File: src/rtl/gate_sweep_pkg.sv
// gate_sweep_pkg
// Shared types and reference model for the OR-gate sweep sequencer.
//   state_t          : sequencer FSM states (IDLE / DRIVE / DONE)
//   VEC_FIRST/LAST   : first and last vector of a sweep; vectors step 00->01->10->11
//   expected_or(vec) : golden OR result for a vector, where a=vec[0], b=vec[1]
package gate_sweep_pkg;

  typedef enum logic [1:0] {
    IDLE  = 2'd0,
    DRIVE = 2'd1,
    DONE  = 2'd2
  } state_t;

  localparam logic [1:0] VEC_FIRST = 2'b00;
  localparam logic [1:0] VEC_LAST  = 2'b11;

  function automatic logic expected_or(input logic [1:0] vec);
    return vec[0] | vec[1];
  endfunction

endpackage

File: src/rtl/gate_sweep_timer.sv
// gate_sweep_timer
// Hold timer that counts 0..HOLD_CYCLES-1 and wraps.
// Ports:
//   clk  : rising-edge clock
//   rst  : asynchronous active-high reset (count -> 0)
//   clr  : synchronous clear to 0 (has priority over en)
//   en   : advance the count
//   last : high while the count equals HOLD_CYCLES-1
module gate_sweep_timer #(
  parameter int HOLD_CYCLES = 10
) (
  input  logic clk,
  input  logic rst,
  input  logic clr,
  input  logic en,
  output logic last
);

  localparam int TW = (HOLD_CYCLES > 1) ? $clog2(HOLD_CYCLES) : 1;

  logic [TW-1:0] cnt;

  assign last = (cnt == TW'(HOLD_CYCLES - 1));

  always_ff @(posedge clk or posedge rst) begin
    if (rst) begin
      cnt <= '0;
    end else if (clr) begin
      cnt <= '0;
    end else if (en) begin
      if (last) cnt <= '0;
      else      cnt <= cnt + TW'(1);
    end
  end

endmodule

File: src/rtl/gate_sweep_seq.sv
// gate_sweep_seq
// Self-checking stimulus sequencer for a two-input OR gate. On an accepted
// start it walks a/b through 00,01,10,11 for PASSES sweeps, holding each vector
// HOLD_CYCLES cycles and comparing or_o against the expected OR on the last
// hold cycle. Mismatches are counted in a saturating counter.
// Parameters: HOLD_CYCLES (>=2), PASSES (>=1), CNT_W (error counter width).
// Ports:
//   clk, rst   : clock, asynchronous active-high reset
//   start      : level-sampled run request (only honoured in IDLE)
//   a, b       : gate inputs, registered
//   or_o       : gate output under check
//   busy       : sweep in progress
//   done       : one-cycle end-of-run pulse
//   pass       : last completed run had zero mismatches
//   err_cnt    : mismatch count of current/last run, saturating
//   vec_idx    : current vector, a=vec_idx[0], b=vec_idx[1]
// Optional feature macro GATE_SWEEP_ERRLOG_EN adds first_err_vld/first_err_vec,
// which capture the vector of the first mismatch in a run.
module gate_sweep_seq
  import gate_sweep_pkg::*;
#(
  parameter int HOLD_CYCLES = 10,
  parameter int PASSES      = 2,
  parameter int CNT_W       = 8
) (
  input  logic             clk,
  input  logic             rst,
  input  logic             start,
  output logic             a,
  output logic             b,
  input  logic             or_o,
  output logic             busy,
  output logic             done,
  output logic             pass,
  output logic [CNT_W-1:0] err_cnt,
  output logic [1:0]       vec_idx
`ifdef GATE_SWEEP_ERRLOG_EN
  ,
  output logic             first_err_vld,
  output logic [1:0]       first_err_vec
`endif
);

  localparam int PW = (PASSES > 1) ? $clog2(PASSES) : 1;

  // Saturating increment of the error counter.
  function automatic logic [CNT_W-1:0] sat_inc(input logic [CNT_W-1:0] v);
    if (&v) return v;
    return v + CNT_W'(1);
  endfunction

  state_t           state, state_nxt;
  logic [PW-1:0]    pass_cnt;
  logic             timer_last;
  logic             start_acc;
  logic             sample;
  logic             mismatch;
  logic             run_end;
  logic [1:0]       vec_nxt;
  logic [CNT_W-1:0] err_nxt;

  assign start_acc = (state == IDLE) && start;
  assign sample    = (state == DRIVE) && timer_last;
  assign mismatch  = sample && (or_o != expected_or(vec_idx));
  assign run_end   = sample && (vec_idx == VEC_LAST) && (pass_cnt == PW'(PASSES - 1));

  gate_sweep_timer #(
    .HOLD_CYCLES (HOLD_CYCLES)
  ) u_timer (
    .clk  (clk),
    .rst  (rst),
    .clr  (start_acc),
    .en   (state == DRIVE),
    .last (timer_last)
  );

  // FSM state register
  always_ff @(posedge clk or posedge rst) begin
    if (rst) state <= IDLE;
    else     state <= state_nxt;
  end

  // FSM next state
  always_comb begin
    state_nxt = state;
    case (state)
      IDLE:    if (start)   state_nxt = DRIVE;
      DRIVE:   if (run_end) state_nxt = DONE;
      DONE:    state_nxt = IDLE;
      default: state_nxt = IDLE;
    endcase
  end

  // Next vector and next error count; outputs are registered from these so
  // a/b change on the same edge as vec_idx.
  always_comb begin
    vec_nxt = vec_idx;
    err_nxt = err_cnt;
    if (start_acc) begin
      vec_nxt = VEC_FIRST;
      err_nxt = '0;
    end else begin
      if (sample)   vec_nxt = vec_idx + 2'd1;
      if (mismatch) err_nxt = sat_inc(err_cnt);
    end
  end

  // Datapath / output registers
  always_ff @(posedge clk or posedge rst) begin
    if (rst) begin
      vec_idx  <= VEC_FIRST;
      pass_cnt <= '0;
      err_cnt  <= '0;
      pass     <= 1'b0;
      busy     <= 1'b0;
      done     <= 1'b0;
      a        <= 1'b0;
      b        <= 1'b0;
    end else begin
      vec_idx <= vec_nxt;
      err_cnt <= err_nxt;
      busy    <= (state_nxt == DRIVE);
      done    <= (state_nxt == DONE);
      // Gate inputs idle at 00 outside DRIVE.
      a       <= (state_nxt == DRIVE) ? vec_nxt[0] : 1'b0;
      b       <= (state_nxt == DRIVE) ? vec_nxt[1] : 1'b0;
      if (start_acc) begin
        pass_cnt <= '0;
        pass     <= 1'b0;
      end else begin
        if (sample && (vec_idx == VEC_LAST)) pass_cnt <= pass_cnt + PW'(1);
        // Final count includes the last sample's compare.
        if (run_end) pass <= (err_nxt == '0);
      end
    end
  end

`ifdef GATE_SWEEP_ERRLOG_EN
  always_ff @(posedge clk or posedge rst) begin
    if (rst) begin
      first_err_vld <= 1'b0;
      first_err_vec <= 2'b00;
    end else if (start_acc) begin
      first_err_vld <= 1'b0;
      first_err_vec <= 2'b00;
    end else if (mismatch && !first_err_vld) begin
      first_err_vld <= 1'b1;
      first_err_vec <= vec_idx;
    end
  end
`endif

endmodule

File: config.mk
export PLATFORM = sky130hd
export DESIGN_NAME = gate_sweep_seq
export DESIGN_NICKNAME = d
export VERILOG_FILES = /design/src/rtl/gate_sweep_pkg.sv /design/src/rtl/gate_sweep_timer.sv /design/src/rtl/gate_sweep_seq.sv
export SDC_FILE = /design/constraint.sdc
export NUM_CORES = 1
export LEC_CHECK = 0
export BUFFER_PORTS_ARGS = -buffer_cell sky130_fd_sc_hd__buf_2
export CORE_MARGIN = 4
export CORE_UTILIZATION = 45
export CTS_BUF_LIST = sky130_fd_sc_hd__clkbuf_8
export DETAILED_ROUTE_END_ITERATION = 12
export PLACE_DENSITY = 0.64
export REMOVE_ABC_BUFFERS = 1
export SLEW_MARGIN = 40
export SYNTH_ARGS = -nofsm -noshare
export SYNTH_HDL_FRONTEND = slang
export SYNTH_SLANG_ARGS = --single-unit
File: constraint.sdc
create_clock -name clk -period 5.5 [get_ports clk]
set_input_delay 1.65 -clock clk [delete_from_list [all_inputs] [get_ports clk]]
set_output_delay 1.65 -clock clk [all_outputs]
set_load 0.005 [all_outputs]
# Word level (Yosys, flattened, before mapping)
# Cells that the tools add are included.
dict set report word_totals {
  reg_bits 22
  input_bits 4
  output_inout_bits 15
}
dict set report op_classes {
  n_reduce_logical 11
  bitwise 1
  muxes 21
  n_addsub 4
  n_eq_ne 6
}
# op n
set ops {}
lappend ops {{$mux 8} 4}
lappend ops {{$mux 4} 3}
lappend ops {{$mux 1} 9}
lappend ops {{$add 8x1->8 const B} 1}
lappend ops {{$logic_not 8->1} 1}
lappend ops {{$mux 2} 4}
lappend ops {{$reduce_and 8->1} 1}
lappend ops {{$reduce_bool 2->1} 3}
lappend ops {{$logic_and 1x1->1} 5}
lappend ops {{$add 4x1->4 const B} 1}
lappend ops {{$eq 2x1->1 const B} 2}
lappend ops {{$eq 2x2->1 const B} 2}
lappend ops {{$eq 4x4->1 const B} 1}
lappend ops {{$pmux 2 s2} 1}
lappend ops {{$add 2x1->2 const B} 1}
lappend ops {{$logic_not 2->1} 1}
lappend ops {{$add 1x1->1 const B} 1}
lappend ops {{$ne 1x1->1} 1}
lappend ops {{$or 1x1->1} 1}

# Longest topological paths before layout
dict set report logic_depth {
  word_depth 11
  ltp_mapped 9
  ltp_nobuf 8
}

# Cells and area by module
# From an unflattened synthesis, not the netlist that was laid out.
dict set report hier_totals {
  cells_unflattened 120
  area_unflattened_um2 1177.4
}
# mod cells_per_inst area_each_um2 instances
set modules_own_cells {}
lappend modules_own_cells {gate_sweep_seq 94 930.9 1}
lappend modules_own_cells {gate_sweep_timer 26 246.5 1}

# Worst setup path before layout
# No wires, ideal clock.
dict set report synth_timing {
  path_type {input-to-reg}
  startpoint {input or_o}
  endpoint {register pass}
  path_buffers 0
  cell_stages 6
  path_slack_ns 2.471
  required_time_ns 5.424
  setup_ns 0.076
  arrival_ns 2.953
  path_cell_list {xnor2_1 nand3_1 o31ai_1 a21oi_1 or4_1 o21ai_1}
}
dict set report synth_between {
  elab_chain_len 7
}
# item line_no
set synth_rtl {}
lappend synth_rtl {{start, declared} gate_sweep_seq.sv:31} ;# input logic or_o,
lappend synth_rtl {{$ne 1x1->1} gate_sweep_seq.sv:64} ;# assign mismatch = sample && (or_o != expected_or(vec_idx));
lappend synth_rtl {{$logic_and 1x1->1} gate_sweep_seq.sv:64}
lappend synth_rtl {{$mux 8} gate_sweep_seq.sv:104} ;# if (mismatch) err_nxt = sat_inc(err_cnt);
lappend synth_rtl {{$mux 8} gate_sweep_seq.sv:99} ;# if (start_acc) begin
lappend synth_rtl {{net err_nxt[5]} gate_sweep_seq.sv:60} ;# logic [CNT_W-1:0] err_nxt;
lappend synth_rtl {{$logic_not 8->1} gate_sweep_seq.sv:133} ;# if (run_end) pass <= (err_nxt == '0);
lappend synth_rtl {{$mux 1} gate_sweep_seq.sv:133}
lappend synth_rtl {{$mux 1} gate_sweep_seq.sv:127} ;# if (start_acc) begin
lappend synth_rtl {{end signal, assigned} gate_sweep_seq.sv:133}
lappend synth_rtl {{end, declared} gate_sweep_seq.sv:34} ;# output logic pass,
# The timed path passes the listed nets, and every way through them passes these cells. The select of a mux whose other input is x is not followed.
# A chain may end at the register's enable or synchronous reset.

# Worst setup path in the final report
dict set report layout_timing {
  startpoint {input or_o}
  endpoint {register pass}
}
dict set report layout_between {
  elab_chain_len 7
}
# item line_no
set layout_rtl {}
lappend layout_rtl {{$ne 1x1->1} gate_sweep_seq.sv:64}
lappend layout_rtl {{$logic_and 1x1->1} gate_sweep_seq.sv:64}
lappend layout_rtl {{$mux 8} gate_sweep_seq.sv:104}
lappend layout_rtl {{$mux 8} gate_sweep_seq.sv:99}
lappend layout_rtl {{$logic_not 8->1} gate_sweep_seq.sv:133}
lappend layout_rtl {{$mux 1} gate_sweep_seq.sv:133}
lappend layout_rtl {{$mux 1} gate_sweep_seq.sv:127}
# Every way passes these cells. The select of a mux whose other input is x is not followed.

==> metrics.md <==
| Metric | Value |
|---|---|
| Combinational cell fraction of total power | `31.2%` |
| Residual DRC | `0` |
| Initial DRC Count | `32` |
| Flip-flop and latch area | `550.5 um2` |
| Initial antenna violation count | `0` |
| Seq pwr share | `47.5%` |
| Mean Syn Cell Area | `9.831 um2` |
| Tcrit/Tclk final | `55.19%` |
| Top cells by area, synth | `dfrtp_1 47%, ha_1 5.3%, nor2_1 4.2%, xnor2_1 3.0%, nand2_1 2.9%` |
| Clk pin slew, worst setup/hold paths | `0.07 ns` |
| Number of synthesized flops with an enable pin | `0` |
| Worst Path Required | `5.70 ns` |
| Cell area after synthesis | `0.001170 mm2` |
| Clock Tree Root | `clkbuf_8` |
| Placed cell areas | `0.001276 mm2` |
| Synth cell types | `40` |
| Hold buffers post-CTS | `0` |
| Final Hold Vio Count | `0` |
| Share of cells above drive strength 1 | `20.44%` |
| DIE HEIGHT | `58.99 um` |
| Dpl hpwl | `1698 um` |
| CP max FO | `8` |
| Most used routing layer | `met2` |
| # nets final | `147` |
| Worst-Skew Late Latency | `0.27 ns` |
| Least-Margin Pin Slew | `0.6209 ns` |
| RSZ-0062 raised after global routing | `no` |
| Routability Congestion | `0.8089` |
| ANT nets after route | `0` |
| Max Fclk | `329.5 MHz` |
| DR pass1 iterations | `4` |
| Pwr dens | `408.1 mW/mm2` |
| Rows | `18` |
| Final core utilization | `53.74%` |
| Post-synthesis register bit count | `22` |
| Ant diodes | `0` |
| # setup viols final | `0` |
| Worst slew margin | `58.52%` |
| Cell-internal power | `0.0003552 W` |
| Grt met2 use | `21.77%` |
| Post-synth ARST share | `100.0%` |
| Clk buf depth | `2` |
| Slew Limit Fails | `0` |
| Clock skew | `0.002850 ns` |
| Number of placed I/O pins | `19` |
| CTS tree | `built` |
| Post-CTS setup buffers | `0` |
| Synth warn | `0` |
| GR Util met3 | `4.793%` |
| Grt ovf | `0` |
| Fill count | `238` |
| Max-cap violations | `0` |
| Total die area | `0.003479 mm2` |
| Syn Inst Count | `119` |
| TritonCTS Buffers | `3` |
| Met1 GRT Util | `21.53%` |
| Status | `finished, final reports clean` |
| Clock share of power | `21.4%` |
| Synth-to-Final Area Change | `13.80%` |
| Footprint of the multi-input gates | `568.0 um2` |
| Clk sink count | `22` |
| Element type at the critical path end | `register` |
| Starting Density | `47.22%` |
| Post-synthesis sequential area ratio | `47.06%` |
| Post-synth top flop | `dfrtp_1` |
| Tot Pwr | `0.0005433 W` |
| Die W | `58.99 um` |
| Final min period | `3.035 ns` |
| Cell taking the most area after synthesis | `dfrtp_1` |
| CTS H-Tree Depth | `1` |
| Vias/cell | `5.725` |
| Top-area cell type share of the netlist area | `47.06%` |
| Final non-filler cell area | `0.001331 mm2` |
| CP startpoint kind | `input pin` |
| Setup TNS Final | `0 ns` |
| PortBufs | `18` |
| Post-CTS sizing | `0` |
| First-pass GRT wire length | `3946 um` |
| Placeable Area | `0.002477 mm2` |
| Vias in the first global route | `873` |
| Leakage | `0.5944 nW` |
| HP Class | `register to register` |
| Most frequent cells after synthesis | `22 x dfrtp_1, 13 x nor2_1, 9 x nand2_1` |
| VDD IR-drop max | `297.2 uV` |
| Sw Share | `34.62%` |
| Top-count cell post-synth | `dfrtp_1` |
| Routed len/inst | `14.04 um` |
| Pin count of the biggest net entering global routing | `23` |
| Critical Path AT | `3.23 ns` |
| Via Count | `956` |
| All-Layer GR Usage | `15.51%` |
| Crit Path Category | `input pin to register` |
| DRT Wirelength | `2344 um` |
| Sw power | `0.0001881 W` |
flip-flops by register name, summed over array words and instances (netlist names):
signal / flops
a: 1
b: 1
busy: 1
done: 1
err_cnt: 8
pass: 1
pass_cnt: 1
state: 2
u_timer.cnt: 4
vec_idx: 2
cells in the final DEF, fill, tap and decap left out, drive strengths merged, types with 3 or more instances in the layout:
cell type,n
nand3,5
clkbuf,4
nand2,9
ha,5
dfrtp,22
nor2,13
inv,6
o21ai,6
nor4,3
nor3,3
buf,19
a31oi,3
xnor2,4
a21oi,4
power groups by stage:
stage	clock (W)	sequential, W	combinational, W
detailed placement	0	0.000261	0.000170
CTS	0.000120	0.000257	0.000172
finish	0.000116	0.000258	0.000169
floorplan	0	0.000253	0.000117
global route	0.000128	0.000266	0.000199
global placement	0	0.000259	0.000168
area by class of cell:
cell class / count / share of cell area, %
Clock buffer: 4 / 4.135
Inverter: 6 / 1.692
Multi-Input combinational cell: 86 / 42.67
Sequential cell: 22 / 41.35
Tap cell: 30 / 2.820
Timing Repair Buffer: 19 / 7.331
logic make-up (layout without fill, tap and decap cells):
group / after synthesis / after routing / share of synthesized area (%)
and+or+nand+nor: 48 / 48 / 21.60
muxes: 3 / 3 / 2.674
buffers and inverters: 11 / 29 / 4.385
AOI/OAI and AO/OA: 25 / 25 / 15.19
xor gates and xnor gates: 5 / 5 / 3.743
adders and majority gates: 5 / 5 / 5.348
DFF: 22 / 22 / 47.06
worst max-delay path: stages:
cell       delay (ns)
buf_2            0.10
xnor2_1          0.16
nand3_1          0.25
o311a_1          0.39
a2111oi_0        0.39
nand3_1          0.15
o21ai_1          0.14
stage by stage:
step                      setup WS [ns]  std cells  hold slack, ns
after floorplan                   2.244        114          0.4653
after global placement            2.242        163          0.4971
after detailed placement          2.188        163          0.5085
after CTS                         2.464        167          0.5153
after global routing              2.286        167          0.5412
final                             2.465        167          0.5199
path summary, 6_finish.rpt:
check / cells past startpoint / slack, ns / endpoint / startpoint
max: 7 / 2.46 / pass / or_o
min: 1 / 0.52 / u_timer.cnt[3] / u_timer.cnt[3]
max reg2reg: 8 / 3.23 / pass / u_timer.cnt[1]
max in group asynchronous: 2 / 3.81 / state[1] / rst
min in group asynchronous: 2 / 1.38 / a / rst
min reg2reg: 1 / 0.52 / u_timer.cnt[3] / u_timer.cnt[3]
layer usage:
metal / share of wire [%] / wire, um
met2: 45 / 1063
met5: 0 / 0
met3: 5.4 / 127
met4: 2.1 / 49
met1: 47 / 1104
No activity file was read; power rests on OpenSTA's default activity.
